## src/rtl/imm_const_sequencer.sv

```systemverilog
// -----------------------------------------------------------------------------
// imm_const_sequencer
//
// Builds an arbitrary 64-bit constant by driving the immediate sign extender
// through its MOVZ modes, one 16-bit halfword per cycle. The extender result
// for each halfword is ORed into an accumulator. The first op clears the
// accumulator (MOVZ) and the following ops merge into it (MOVK). The halfword
// slots are disjoint, so the OR accumulation reproduces the request exactly.
//
// Ports
//   Clk        in   1   clock, all state updates on the rising edge
//   Reset      in   1   synchronous, active-high reset (wins over everything)
//   ReqValid   in   1   constant request valid
//   ReqData    in   64  constant to build
//   ReqReady   out  1   request accepted when ReqValid & ReqReady
//   ExtImm     out  26  extender Imm; halfword on [20:5], other bits zero
//   ExtCtrl    out  3   extender Ctrl; {1'b1, slot} while issuing, else 0
//   ExtBus     in   64  extender BusImm (combinational from ExtImm/ExtCtrl)
//   ExtActive  out  1   high in every cycle an op is issued to the extender
//   RespValid  out  1   built constant valid
//   RespData   out  64  built constant, held while RespValid & !RespReady
//   RespReady  in   1   response consumed when RespValid & RespReady
//   OpCount    out  3   extender ops used for the current result (1..4)
//   DbgState   out  2   current FSM state (0 IDLE, 1 ISSUE, 2 DONE)
//
// Handshakes: a transfer happens on a rising edge where valid and ready are
// both high. Valid never depends on ready of the same interface. Once
// RespValid is raised, it and RespData stay stable until the transfer.
// -----------------------------------------------------------------------------
module imm_const_sequencer #(
    parameter bit SKIP_ZERO = 1'b1
) (
    input  logic        Clk,
    input  logic        Reset,
    input  logic        ReqValid,
    input  logic [63:0] ReqData,
    output logic        ReqReady,
    output logic [25:0] ExtImm,
    output logic [2:0]  ExtCtrl,
    input  logic [63:0] ExtBus,
    output logic        ExtActive,
    output logic        RespValid,
    output logic [63:0] RespData,
    input  logic        RespReady,
    output logic [2:0]  OpCount,
    output logic [1:0]  DbgState
);

    typedef enum logic [1:0] {
        ST_IDLE  = 2'd0,
        ST_ISSUE = 2'd1,
        ST_DONE  = 2'd2
    } state_t;

    state_t      state;
    state_t      state_next;

    logic [63:0] req_data;   // captured request
    logic [3:0]  mask;       // halfword slots still to issue
    logic        first;      // next op is the MOVZ that clears the accumulator
    logic [63:0] acc;        // accumulated extender results
    logic [2:0]  op_count;   // ops issued for the current request

    logic [3:0]  init_mask;
    logic [1:0]  slot;
    logic        last_op;
    logic [15:0] slot_hw;

    // Slots to issue for an incoming request. An all-zero constant still
    // needs one MOVZ of zero so the destination is written.
    always_comb begin
        init_mask = 4'b1111;
        if (SKIP_ZERO) begin
            for (int i = 0; i < 4; i++) begin
                init_mask[i] = |ReqData[16*i +: 16];
            end
        end
        if (init_mask == 4'b0000) begin
            init_mask = 4'b0001;
        end
    end

    // Issue order is lowest slot first.
    always_comb begin
        slot = 2'd0;
        if (mask[0]) begin
            slot = 2'd0;
        end else if (mask[1]) begin
            slot = 2'd1;
        end else if (mask[2]) begin
            slot = 2'd2;
        end else if (mask[3]) begin
            slot = 2'd3;
        end
    end

    // Exactly one bit left means this is the final op.
    assign last_op = ((mask & (mask - 4'd1)) == 4'd0);
    assign slot_hw = req_data[{slot, 4'b0000} +: 16];

    // ---------------- FSM: state register ----------------
    always_ff @(posedge Clk) begin
        if (Reset) begin
            state <= ST_IDLE;
        end else begin
            state <= state_next;
        end
    end

    // ---------------- FSM: next-state logic ----------------
    always_comb begin
        state_next = state;
        case (state)
            ST_IDLE: begin
                if (ReqValid) begin
                    state_next = ST_ISSUE;
                end
            end
            ST_ISSUE: begin
                if (last_op) begin
                    state_next = ST_DONE;
                end
            end
            ST_DONE: begin
                if (RespReady) begin
                    state_next = ST_IDLE;
                end
            end
            default: begin
                state_next = ST_IDLE;
            end
        endcase
    end

    // ---------------- Datapath registers ----------------
    always_ff @(posedge Clk) begin
        if (Reset) begin
            req_data <= 64'd0;
            mask     <= 4'd0;
            first    <= 1'b0;
            acc      <= 64'd0;
            op_count <= 3'd0;
        end else begin
            case (state)
                ST_IDLE: begin
                    if (ReqValid) begin
                        req_data <= ReqData;
                        mask     <= init_mask;
                        first    <= 1'b1;
                        op_count <= 3'd0;
                    end
                end
                ST_ISSUE: begin
                    acc      <= (first ? 64'd0 : acc) | ExtBus;
                    mask     <= mask & ~(4'b0001 << slot);
                    first    <= 1'b0;
                    op_count <= op_count + 3'd1;
                end
                default: begin
                end
            endcase
        end
    end

    // ---------------- FSM: outputs ----------------
    // The extender is shared, so its inputs are parked at zero whenever
    // this block is not issuing.
    always_comb begin
        ReqReady  = 1'b0;
        ExtImm    = 26'd0;
        ExtCtrl   = 3'b000;
        ExtActive = 1'b0;
        RespValid = 1'b0;
        RespData  = 64'd0;
        case (state)
            ST_IDLE: begin
                ReqReady = 1'b1;
            end
            ST_ISSUE: begin
                ExtImm    = {5'd0, slot_hw, 5'd0};
                ExtCtrl   = {1'b1, slot};
                ExtActive = 1'b1;
            end
            ST_DONE: begin
                RespValid = 1'b1;
                RespData  = acc;
            end
            default: begin
            end
        endcase
    end

    assign OpCount  = op_count;
    assign DbgState = state;

endmodule

```

## config.mk

```make
export PLATFORM = sky130hd
export DESIGN_NAME = imm_const_sequencer
export DESIGN_NICKNAME = d
export VERILOG_FILES = /design/src/rtl/imm_const_sequencer.sv
export SDC_FILE = /design/constraint.sdc
export NUM_CORES = 1
export LEC_CHECK = 0
export ABC_AREA = 1
export CAP_MARGIN = 20
export CORE_MARGIN = 2
export CORE_UTILIZATION = 30
export DETAILED_ROUTE_END_ITERATION = 7
export HOLD_SLACK_MARGIN = 0.15
export RECOVER_POWER = 100
export SLEW_MARGIN = 20
export SYNTH_ARGS = -nofsm -noshare
export SYNTH_HDL_FRONTEND = slang
export SYNTH_SLANG_ARGS = --single-unit
```

## constraint.sdc

```tcl
create_clock -name Clk -period 1.6 [get_ports Clk]
set_input_delay 0.24 -clock Clk [delete_from_list [all_inputs] [get_ports Clk]]
set_output_delay 0.24 -clock Clk [all_outputs]
set_load 0.02 [all_outputs]
```

==> flow_summary.json <==
{
  "synthMuxAreaShare_pct": 0,
  "num_io_pins": 233,
  "async_reset_ff_share_pct": 0,
  "synth_fa_ha_area_share_pct": 0.1967,
  "finClkSkew_ps": 10.22,
  "finalCriticalPeriod_ps": 2032,
  "die_y_um": 149.6,
  "drt_wl_total_um": 24050,
  "syn_area_sq_um": 6360,
  "postSynthAreaPerCell_sq_um": 6.905,
  "synth-simple-area-share_pct": 23.61,
  "yosysSeqAreaShare_pct": 43.44,
  "crit_path_end_kind": "output port",
  "track_usage_pct": 20.75,
  "power_density_nw_per_um2": 1466,
  "clockBufferDepth": 2,
  "rsz0062_at_grt": "yes",
  "run_status": "finished, violations left",
  "synth_ff_type": "dfxtp_1",
  "fmax_ghz": 0.4922,
  "syn_inst": 921,
  "slew_viol_final": 0,
  "setup_viol": 90,
  "antenna_found_initial": 0,
  "die_area_sq_um": 22380,
  "cts_tree": "done",
  "die_x_um": 149.6,
  "fillCellCount": 2008,
  "synth_most_common_cell": "nor2_1",
  "ys_warn_count": 0,
  "crit_required_ps": 1360,
  "layout.nets": 1303,
  "initial_utilization_pct": 30.45,
  "first_pass_iters": 4,
  "drt_iter0_markers": 380,
  "grt_pass1_vias": 6609,
  "grt_pass1_wl_um": 35580,
  "ys_seq_elements": 138,
  "hold_viol": 0,
  "synth_cell_types": 31,
  "hpwl_um": 15050,
  "htreeDepth": 4,
  "fin_crit_sh_pct": 127.0,
  "hold_slack_ps": 304.5,
  "path_clk_slew_ps": 60,
  "overflow": 0,
  "vias_per_cell": 4.746,
  "clock_latency_ps": 420,
  "crit_arrival_ps": 1790,
  "synth.area.top_cells": "dfxtp_1 43%, nor2_1 13%, o21ai_0 9.0%",
  "ys_top_cells_by_count": "212 x nor2_1, 138 x dfxtp_1, 127 x nand2_1, 114 x o21ai_0, 79 x inv_1",
  "crit_path_max_fanout": 16,
  "maxCapViolCount": 0,
  "placed_area_sq_um": 8925,
  "cts_root_buffer": "clkbuf_16",
  "routabilityCongestion": 0.8658,
  "synth_edf_count": 0,
  "wl_per_cell_um": 16.50,
  "holdCritPathClass": "primary input to flip-flop",
  "areaGrowthSynthToFinish_pct": 69.21,
  "synth-xor-area-share_pct": 0,
  "crit_type": "flip-flop to output port",
  "relSlewSlack_pct": 65.87,
  "place_ws_ps": -503.6,
  "design_area_sq_um": 10760,
  "cts.sinks": 138,
  "peakVddDrop_mv": 0.8251,
  "tightest_slew_ps": 511.9,
  "drc": 0,
  "p_leak_nw": 4.026,
  "ctsHoldBuffers": 0,
  "synth_compound_area_share_pct": 21.21,
  "via_count": 6919,
  "drtAntennaViolNets": 0,
  "rows": 53,
  "setup_slack_ps": -431.5,
  "antennaDiodeCount": 0,
  "p_total_w": 0.01578,
  "core_sq_um": 20890,
  "synth_top_area_cell": "dfxtp_1",
  "grt_max_degree": 74,
  "netlist.area_leader.share_pct": 43.44,
  "cts-buffers-inserted": 17,
  "numPortBuffers": 222,
  "synth_top_family_by_area": "simple AND/OR/NAND/NOR gates",
  "layout-drive-gt1-share_pct": 26.29,
  "violations": "negative setup slack",
  "crit_path_start_kind": "flip-flop"
}
report_power, final:
part	leakage, nW	internal, W	switching, W
combinational	2.60	0.00307	0.00398
clock	0.285	0.00233	0.00167
sequential	1.14	0.00421	0.000524
placed cells by master (no fill, tap or decap), types with 3 or more instances in the layout:
| cell type | instances |
|---|---|
| buf_2 | 6 |
| buf_8 | 9 |
| a31oi_2 | 8 |
| clkdlybuf4s50_1 | 130 |
| nor3_1 | 4 |
| nand2_2 | 3 |
| nand4_1 | 3 |
| nand2_1 | 126 |
| inv_1 | 74 |
| dlygate4sd2_1 | 5 |
| or2_4 | 3 |
| a31oi_1 | 11 |
| inv_2 | 8 |
| or2_2 | 5 |
| buf_4 | 33 |
| inv_6 | 7 |
| nor2_1 | 146 |
| clkinvlp_4 | 3 |
| dfxtp_1 | 133 |
| dfxtp_4 | 3 |
| buf_16 | 5 |
| conb_1 | 10 |
| clkinv_4 | 3 |
| or2_1 | 9 |
| buf_6 | 86 |
| clkbuf_16 | 18 |
| buf_12 | 14 |
| o21ai_1 | 16 |
| o211ai_1 | 8 |
| o211ai_2 | 8 |
| a21oi_1 | 76 |
| nor2_4 | 68 |
| o21ai_0 | 114 |
| clkbuf_2 | 3 |
| nand3_1 | 3 |
path summary, 6_finish.rpt:
kind / endpoint / from / cells after the start / slack, ps
worst max-delay path: ExtImm[6] / mask[0]$_SDFFE_PP0P_ / 7 / -430
worst max register to register: DbgState[0]$_SDFFE_PP0P_ / DbgState[1]$_SDFFE_PP0P_ / 11 / -100
worst min-delay path: req_data[17]$_SDFFE_PP0P_ / Reset / 4 / 300
worst min register to register: first$_SDFFE_PP0P_ / first$_SDFFE_PP0P_ / 2 / 470
cell type report:
type / instances / area, sq um / area share, %
inverters: 86 / 342.8 / 3.186
repair buffers: 293 / 3192 / 29.66
clock inverters: 15 / 163.9 / 1.523
well taps: 275 / 344.1 / 3.197
flip-flops and latches: 138 / 2776 / 25.80
multi-input cells: 633 / 3510 / 32.61
clock buffers: 17 / 425.4 / 3.953
repair inverters: 1 / 7.507 / 0.06976
flip-flops by register name, indices dropped and copies added (netlist names):
signal / cells
OpCount: 3
DbgState: 2
acc: 64
mask: 4
req_data: 64
first: 1
what timing repair did:
action	4_1_cts	5_1_grt
setup buffers	21	11
setup endpoints to repair	91	143
pin swaps	8	19
gates resized for setup	544	194
gates cloned	9	1
logic make-up after synthesis:
kind of cell	count (synthesis)
compound gates	246
fa+ha+maj	1
buf+inv	160
flops	138
other cells	1
simple gates	375
stage by stage:
step,std cells,util [%],setup TNS (ps)
2_1_floorplan,930,-,-3314
3_3_place_gp,1387,42.73,-25160
3_5_place_dp,1387,42.73,-25490
4_1_cts,1449,48.23,-26090
5_1_grt,1458,51.52,-39430
6_report,1458,51.52,-25820
routing by layer:
layer / share of wire, % / vias up / global-route usage [%]
li1: - / 3433 / -
met1: 43 / 3196 / 25.18
met2: 48 / 252 / 35.07
met3: 6.9 / 38 / 5.945
met4: 3.0 / 0 / 7.286
met5: 0 / - / 0
critical path, cell delays in order (launching register included):
cell     delay [ps]
dfxtp_4         360
nor2_4          170
nand2_1         100
inv_2            80
buf_12          140
nand2_1          70
a31oi_2         250
buf_2           210
(Power assumes the default switching activity.)
